## src/rtl/c7bbiu_rd_arb_pkg.sv

```systemverilog
// Shared AXI encodings and arbiter state type for the BIU read arbiter.
package c7bbiu_rd_arb_pkg;

  localparam logic [3:0] AXI_RID_IFU    = 4'h0;
  localparam logic [3:0] AXI_RID_LSU    = 4'h1;
  localparam logic [2:0] AXI_SIZE_WORD  = 3'b010;
  localparam logic [1:0] AXI_RESP_OKAY  = 2'b00;
  localparam logic [1:0] AXI_BURST_INCR = 2'b01;

  typedef enum logic {
    AR_IDLE  = 1'b0,
    AR_ISSUE = 1'b1
  } ar_state_e;

endpackage

```

## src/rtl/c7bbiu_rd_arb_track.sv

```systemverilog
// Per-requester read tracker: one outstanding burst, beat counter and
// routed val/data/last/err for the R beats carrying this tracker's RID.
module c7bbiu_rd_track
  import c7bbiu_rd_arb_pkg::*;
#(
  parameter logic [3:0] RID = 4'h0,
  parameter logic [7:0] LEN = 8'd0
) (
  input  logic        clk,
  input  logic        resetn,
  input  logic        set_pend,
  input  logic        r_valid,
  input  logic [3:0]  r_id,
  input  logic [31:0] r_data,
  input  logic [1:0]  r_resp,
  input  logic        r_last,
  output logic        pend,
  output logic        rd_val,
  output logic [31:0] rd_data,
  output logic        rd_last,
  output logic        rd_err
);

  logic       pend_q, pend_d;
  logic [7:0] cnt_q, cnt_d;
  logic       ovr_q, ovr_d;
  logic       hit;

  always_ff @(posedge clk) begin
    if (!resetn) begin
      pend_q <= 1'b0;
      cnt_q  <= 8'd0;
      ovr_q  <= 1'b0;
    end else begin
      pend_q <= pend_d;
      cnt_q  <= cnt_d;
      ovr_q  <= ovr_d;
    end
  end

  // Once a burst overruns its length, every beat until r_last is flagged.
  always_comb begin
    hit    = r_valid & (r_id == RID) & pend_q;
    pend_d = pend_q;
    cnt_d  = cnt_q;
    ovr_d  = ovr_q;
    if (set_pend) begin
      pend_d = 1'b1;
      cnt_d  = 8'd0;
      ovr_d  = 1'b0;
    end else if (hit) begin
      if (r_last) begin
        pend_d = 1'b0;
        cnt_d  = 8'd0;
        ovr_d  = 1'b0;
      end else begin
        cnt_d = cnt_q + 8'd1;
        if (cnt_q == LEN) ovr_d = 1'b1;
      end
    end
  end

  assign pend    = pend_q;
  assign rd_val  = hit;
  assign rd_data = hit ? r_data : 32'd0;
  assign rd_last = hit & r_last;
  assign rd_err  = hit & ((r_resp != AXI_RESP_OKAY) | (r_last & (cnt_q != LEN)) |
                          (~r_last & (cnt_q == LEN)) | ovr_q);

endmodule

```

## src/rtl/c7bbiu_rd_arb.sv

```systemverilog
// BIU read arbiter: round-robin IFU/LSU onto one AXI AR channel and
// route R beats back to the owning requester by RID.
module c7bbiu_rd_arb
  import c7bbiu_rd_arb_pkg::*;
#(
  parameter logic [7:0] IFU_LEN = 8'd3,
  parameter logic [7:0] LSU_LEN = 8'd0
) (
  input  logic        clk,
  input  logic        resetn,
  input  logic        ifu_biu_rd_req,
  input  logic [31:0] ifu_biu_rd_addr,
  output logic        biu_ifu_rd_ack,
  output logic        biu_ifu_rd_val,
  output logic [31:0] biu_ifu_rd_data,
  output logic        biu_ifu_rd_last,
  output logic        biu_ifu_rd_err,
  input  logic        lsu_biu_rd_req,
  input  logic [31:0] lsu_biu_rd_addr,
  output logic        biu_lsu_rd_ack,
  output logic        biu_lsu_rd_val,
  output logic [31:0] biu_lsu_rd_data,
  output logic        biu_lsu_rd_last,
  output logic        biu_lsu_rd_err,
  output logic        axi_ar_valid,
  input  logic        axi_ar_ready,
  output logic [3:0]  axi_ar_id,
  output logic [31:0] axi_ar_addr,
  output logic [7:0]  axi_ar_len,
  output logic [2:0]  axi_ar_size,
  output logic [1:0]  axi_ar_burst,
  output logic        axi_ar_lock,
  output logic [3:0]  axi_ar_cache,
  output logic [2:0]  axi_ar_prot,
  input  logic        axi_r_valid,
  output logic        axi_r_ready,
  input  logic [3:0]  axi_r_id,
  input  logic [31:0] axi_r_data,
  input  logic [1:0]  axi_r_resp,
  input  logic        axi_r_last
);

  ar_state_e   state_q, state_d;
  logic        prio_ifu_q, prio_ifu_d;
  logic        owner_lsu_q, owner_lsu_d;
  logic [3:0]  ar_id_q, ar_id_d;
  logic [31:0] ar_addr_q, ar_addr_d;
  logic [7:0]  ar_len_q, ar_len_d;
  logic        ifu_set, lsu_set, ifu_pend, lsu_pend;
  logic        elig_ifu, elig_lsu, pick_lsu;

  always_ff @(posedge clk) begin
    if (!resetn) begin
      state_q     <= AR_IDLE;
      prio_ifu_q  <= 1'b0;
      owner_lsu_q <= 1'b0;
      ar_id_q     <= 4'd0;
      ar_addr_q   <= 32'd0;
      ar_len_q    <= 8'd0;
    end else begin
      state_q     <= state_d;
      prio_ifu_q  <= prio_ifu_d;
      owner_lsu_q <= owner_lsu_d;
      ar_id_q     <= ar_id_d;
      ar_addr_q   <= ar_addr_d;
      ar_len_q    <= ar_len_d;
    end
  end

  assign elig_ifu = ifu_biu_rd_req & ~ifu_pend;
  assign elig_lsu = lsu_biu_rd_req & ~lsu_pend;
  assign pick_lsu = elig_lsu & (~elig_ifu | ~prio_ifu_q);

  always_comb begin
    state_d     = state_q;
    prio_ifu_d  = prio_ifu_q;
    owner_lsu_d = owner_lsu_q;
    ar_id_d     = ar_id_q;
    ar_addr_d   = ar_addr_q;
    ar_len_d    = ar_len_q;
    ifu_set     = 1'b0;
    lsu_set     = 1'b0;
    case (state_q)
      AR_IDLE: begin
        if (elig_ifu | elig_lsu) begin
          state_d     = AR_ISSUE;
          owner_lsu_d = pick_lsu;
          ar_id_d     = pick_lsu ? AXI_RID_LSU : AXI_RID_IFU;
          ar_addr_d   = pick_lsu ? lsu_biu_rd_addr : ifu_biu_rd_addr;
          ar_len_d    = pick_lsu ? LSU_LEN : IFU_LEN;
        end
      end
      AR_ISSUE: begin
        // The loser of this grant gets priority on the next tie.
        if (axi_ar_ready) begin
          state_d    = AR_IDLE;
          ifu_set    = ~owner_lsu_q;
          lsu_set    = owner_lsu_q;
          prio_ifu_d = owner_lsu_q;
        end
      end
      default: state_d = AR_IDLE;
    endcase
  end

  assign axi_ar_valid   = (state_q == AR_ISSUE);
  assign axi_ar_id      = ar_id_q;
  assign axi_ar_addr    = ar_addr_q;
  assign axi_ar_len     = ar_len_q;
  assign axi_ar_size    = AXI_SIZE_WORD;
  assign axi_ar_burst   = AXI_BURST_INCR;
  assign axi_ar_lock    = 1'b0;
  assign axi_ar_cache   = 4'd0;
  assign axi_ar_prot    = 3'd0;
  assign axi_r_ready    = 1'b1;
  assign biu_ifu_rd_ack = ifu_set;
  assign biu_lsu_rd_ack = lsu_set;

  c7bbiu_rd_track #(.RID(AXI_RID_IFU), .LEN(IFU_LEN)) u_ifu_track (
    .clk(clk), .resetn(resetn), .set_pend(ifu_set),
    .r_valid(axi_r_valid), .r_id(axi_r_id), .r_data(axi_r_data),
    .r_resp(axi_r_resp), .r_last(axi_r_last), .pend(ifu_pend),
    .rd_val(biu_ifu_rd_val), .rd_data(biu_ifu_rd_data),
    .rd_last(biu_ifu_rd_last), .rd_err(biu_ifu_rd_err)
  );

  c7bbiu_rd_track #(.RID(AXI_RID_LSU), .LEN(LSU_LEN)) u_lsu_track (
    .clk(clk), .resetn(resetn), .set_pend(lsu_set),
    .r_valid(axi_r_valid), .r_id(axi_r_id), .r_data(axi_r_data),
    .r_resp(axi_r_resp), .r_last(axi_r_last), .pend(lsu_pend),
    .rd_val(biu_lsu_rd_val), .rd_data(biu_lsu_rd_data),
    .rd_last(biu_lsu_rd_last), .rd_err(biu_lsu_rd_err)
  );

endmodule

```

## config.mk

```make
export PLATFORM = sky130hd
export DESIGN_NAME = c7bbiu_rd_arb
export DESIGN_NICKNAME = d
export VERILOG_FILES = /design/src/rtl/c7bbiu_rd_arb_pkg.sv /design/src/rtl/c7bbiu_rd_arb_track.sv /design/src/rtl/c7bbiu_rd_arb.sv
export SDC_FILE = /design/constraint.sdc
export NUM_CORES = 1
export LEC_CHECK = 0
export CAP_MARGIN = 20
export CELL_PAD_IN_SITES_DETAIL_PLACEMENT = 1
export CELL_PAD_IN_SITES_GLOBAL_PLACEMENT = 2
export CORE_UTILIZATION = 18
export CTS_CLUSTER_DIAMETER = 200
export DETAILED_ROUTE_END_ITERATION = 12
export GPL_ROUTABILITY_DRIVEN = 0
export HOLD_SLACK_MARGIN = 0.1
export PLACE_DENSITY = 0.91
export SLEW_MARGIN = 20
export SYNTH_ARGS = -nofsm -noshare
export SYNTH_HDL_FRONTEND = slang
export SYNTH_SLANG_ARGS = --single-unit
```

## constraint.sdc

```tcl
create_clock -name clk -period 6 [get_ports clk]
set_input_delay 1.5 -clock clk [delete_from_list [all_inputs] [get_ports clk]]
set_output_delay 1.5 -clock clk [all_outputs]
set_load 0.1 [all_outputs]
```

* Yosys cells after proc, flatten, opt, wreduce, memory -nomap -nowiden
Cells that the tools add are included.
Word-level totals: word-level logic and storage cells 89, register bits 67, bits of input ports 109, output and inout port bits 131
Cells by class: multiplexer cells 23, add/subtract/negate cells 2, equal/unequal tests 3, reductions and logical operators 18, bitwise gates (word level) 31
Operator list (number):
- two-way mux 32 bit | 3
- adder 8 x 1 -> 8 bit (second input constant) | 2
- two-way mux 1 bit | 16
- two-way mux 8 bit | 2
- AND 1 bit | 15
- nonzero test 2 bit | 7
- AND reduction 2 bit | 6
- == test 8 x 2 -> 1 bit (second input constant) | 1
- zero test 8 bit | 1
- != test 8 x 2 -> 1 bit (second input constant) | 1
- NOT 1 bit | 8
- bitwise OR 1 bit | 8
- nonzero test 8 bit | 1
- == test 4 x 1 -> 1 bit (second input constant) | 1
- zero test 4 bit | 1
- OR reduction 2 bit | 2
- two-way mux 2 bit | 1
- one-hot mux 1 bit (2 select lines) | 1

* Depth between registers and ports, before layout
word-level depth 6, depth in mapped cells 6, mapped depth without buffers 6

* Cells and area by module
A second synthesis with hierarchy kept.
Second synthesis, totals: cell total of the unflattened synthesis 442, area, all modules 3697.3 sq um
Modules (own cells, without submodules):
- c7bbiu_rd_arb | instances 1, cells each 234, seq. area each 720.7 sq um, area each 2153.3 sq um
- c7bbiu_rd_track (u_lsu_track) | instances 1, cells each 103, seq. area each 200.2 sq um, area each 795.8 sq um
- c7bbiu_rd_track (u_ifu_track) | instances 1, cells each 105, seq. area each 200.2 sq um, area each 748.2 sq um

* Worst setup path before layout
No wires, ideal clock.
path type input to output, start in axi_r_id[1], end out biu_lsu_rd_err, data arrival time 3.674 ns, cell stages on the path 5, path buffers 2, required time 4.500 ns, slack 0.826 ns, cells stage by stage nor4b_1 > and3_1 > buf_2 > buf_2 > o41a_1
On the way: word-level cells in the longest chain between the ends 4
RTL lines:
- start: declaration | line c7bbiu_rd_arb.sv:37 | input logic [3:0] axi_r_id,
- == test 4 x 1 -> 1 bit | line c7bbiu_rd_arb_track.sv:43 | hit = r_valid & (r_id == RID) & pend_q;
- AND 1 bit (2 in a row) | line c7bbiu_rd_arb_track.sv:43
- net biu_lsu_rd_val | line c7bbiu_rd_arb.sv:21 | output logic biu_lsu_rd_val,
- AND 1 bit | line c7bbiu_rd_arb_track.sv:67 | assign rd_err = hit & ((r_resp != AXI_RESP_OKAY) | (r_last & (cnt_q != LEN)) |
- end: declaration | line c7bbiu_rd_arb.sv:24 | output logic biu_lsu_rd_err,
The timed path passes the listed nets, and every way through them passes these cells.

* Worst setup path in the final report
start in axi_r_id[1], end out biu_lsu_rd_data[9]
On the way: word-level cells in the longest chain between the ends 4
RTL lines:
- == test 4 x 1 -> 1 bit | line c7bbiu_rd_arb_track.sv:43
- AND 1 bit (2 in a row) | line c7bbiu_rd_arb_track.sv:43
- two-way mux 32 bit | line c7bbiu_rd_arb_track.sv:65 | assign rd_data = hit ? r_data : 32'd0;
- end: declaration | line c7bbiu_rd_arb.sv:22 | output logic [31:0] biu_lsu_rd_data,
Every way passes these cells.

==> reports/qor.csv <==
stage,metric,value,unit
clock_tree,numCtsBuffers,5,
power,power,1191,µW
sta,clock_skew,0.005864,ns
sta,setup_tns,0,ns
floorplan,coreArea,16640,µm²
logic_synthesis,syn_inst,347,
clock_tree,hold_buffers,0,
global_route,grt_pass1_wl,19600,µm
sta,hold_viol,0,
worst_setup_path,end_kind,primary output,
logic_synthesis,synth.distinct_cells,37,
final_layout,antennaDiodeCount,0,
logic_synthesis,synth.most_common_cell,and2_1,
drt,dr_total_vias,3341,
global_route,overflow,0,
sta,whs,0.4849,ns
sta,grt_setup_unrepaired,false,
worst_setup_path,critPathArrivalTime,3.76,ns
logic_synthesis,netlist.area_leader.share,36.44,%
sta,setup_viol_count_final,0,
clock_tree,cts_tree,built,
drt,firstDrtPassIters,4,
place,dp.cells,761,
logic_synthesis,netlist_area,3077,µm²
worst_setup_path,crit_type,in2out,
drt,routed_wl,13000,µm
final_layout,drive_gt1_share,16.91,%
global_route,grt_max_degree,38,
final_layout,final_cell_count_no_fill,770,
sta,fin_crit_sh,87.59,%
power,power.density,191.8,nW/µm²
logic_synthesis,yosys_warnings,0,
clock_tree,cts-resized-gates,0,
floorplan,die_x,132.7,µm
drt,routed_via_density,4.339,
clock_tree,clk_pin_slew,0.08,ns
floorplan,die_height,132.7,µm
sta,drv_slew,0,
drt,wire_per_inst,16.88,µm
clock_tree,ctsLongestPathBuffers,2,
drt,drtAntennaViolNets,0,
worst_hold_path,hold_path_class,reg2reg,
final_layout,synthToLayoutAreaGrowth,101.8,%
clock_tree,cts_max_level,2,
logic_synthesis,synth.area.top_cells,"dfxtp_1, and2_1, a221o_1",
outcome,outcome,"complete, no violations",
place,dp_hpwl,10310,µm
drt,first_iter_violations,84,
logic_synthesis,ys_async_sr_fraction,0,%
clock_tree,cts.sinks,56,
flow_run,cap_violations,0,
logic_synthesis,ys_top_cells_by_count,"and2_1, dfxtp_1, and3_1",
place,place_ws,0.6739,ns
worst_setup_path,required,4.50,ns
place,io_buffers,216,
sta,tightest_slew,1.026,ns
clock_tree,clock_latency,0.30,ns
floorplan,dieArea,17620,µm²
logic_synthesis,synth_seq_area_share,36.44,%
logic_synthesis,syn_area_per_cell,8.867,µm²
final_layout,num-nets-final,661,
clock_tree,root_buffer,clkbuf_16,
global_route,antenna_found_initial,0,
logic_synthesis,synth_top_area_cell,dfxtp_1,
sta,worst_slack,0.7443,ns
sta,max_slew_margin,31.36,%
floorplan,io_pins,240,
global_route,gr-usage-all-layers,14.30,%
worst_setup_path,startpoint_type,input port,
clock_tree,cts_setup_buffers,0,
global_route,first_global_vias,3570,
sta,fmax,190.3,MHz
floorplan,initial_utilization,18.49,%
power,leakage,0.002548,µW
logic_synthesis,ys.flop_type,dfxtp_1,
floorplan,rows,47,
final_layout,nFillCells,1839,
worst_setup_path,cp_max_fo,33,
sta,layout_min_cycle_time,5.256,ns
drt,drc,0,
logic_synthesis,synth_edf_count,0,
logic_synthesis,ys_seq_elements,56,
power,ir_drop,157.4,µV
-- state kept, by name, summed over array words and instances, names as in the netlist --
register / count
prio_ifu_q: 1
u_lsu_track.cnt_q: 8
u_ifu_track.cnt_q: 8
axi_ar_valid: 1
axi_ar_len: 1
u_lsu_track.ovr_q: 1
u_ifu_track.pend: 1
u_ifu_track.ovr_q: 1
u_lsu_track.pend: 1
owner_lsu_q: 1
axi_ar_addr: 32
-- worst paths after layout --
check | startpoint | endpoint | slack (ns) | depth (start not counted)
setup / recovery | axi_r_id[1] | biu_lsu_rd_data[9] | 0.74 | 7
hold / removal | u_lsu_track.ovr_q | u_lsu_track.ovr_q | 0.48 | 2
setup reg to reg | u_lsu_track.pend | axi_ar_addr[12] | 4.11 | 4
hold reg to reg | u_lsu_track.ovr_q | u_lsu_track.ovr_q | 0.48 | 2
-- layer usage --
layer / track usage, % / vias up / part of all wire (%)
met5: 0 / - / 0
met4: 3.895 / 0 / 1.4
met3: 5.441 / 10 / 9.7
met2: 26.35 / 186 / 51
met1: 15.09 / 1574 / 38
li1: - / 1571 / -
-- metrics by stage --
stage	area, µm²	util, %
3_5_place_dp	6010	36.11
3_3_place_gp	6010	36.11
5_1_grt	6208	37.31
6_report	6208	37.31
2_1_floorplan	3156	-
4_1_cts	6181	37.14
-- report_power, final --
part	internal, µW	switching (µW)	leakage (µW)
Sequential	395	14.6	0.000458
Combinational	128	304	0.00200
Clock	200	150	0.0000857
Total	722	468	0.00255
-- critical path, cell delays in order --
cell	delay (ns)
clkdlybuf4s50_1	0.43
nor4b_1	0.52
buf_4	0.21
and3_1	0.30
buf_4	0.35
and2_1	0.24
buf_12	0.19
-- cells by family after synthesis --
kind of cell	share of synthesized area [%]
adders and majority gates	1.220
buffers and inverters	10.90
and+or+nand+nor	31.64
xor gates and xnor gates	4.270
muxes	0.9760
DFF	36.44
AOI/OAI and AO/OA	14.32
other	0.2441
-- cell usage in the layout (no fill, tap or decap), types with 2 or more instances in the layout --
master,count
o41a_1,2
nor2_1,20
inv_1,11
nor2_2,3
nand2_1,7
xnor2_1,13
a21oi_1,8
nor3_1,7
nand3_1,5
clkdlybuf4s50_1,144
buf_12,68
clkbuf_16,5
a221o_1,32
nor4_4,2
and3_1,34
ha_1,3
o211a_1,2
xor2_1,2
o21ai_0,4
mux2i_1,3
nor4_1,3
nand4_1,3
buf_4,9
or4b_1,2
and2_1,64
dfxtp_1,56
nand2b_1,3
conb_1,23
-- layout make-up --
class                   count  area (µm²)  area share (%)
well taps                 220       275.3           4.434
flip-flops and latches     56        1121           18.06
clock buffers               5       125.1           2.015
clock inverters             3       46.29          0.7457
repair buffers            222        2898           46.67
inverters                  11       41.29          0.6651
multi-input cells         253        1702           27.41
No activity file was read; power rests on OpenSTA's default activity.
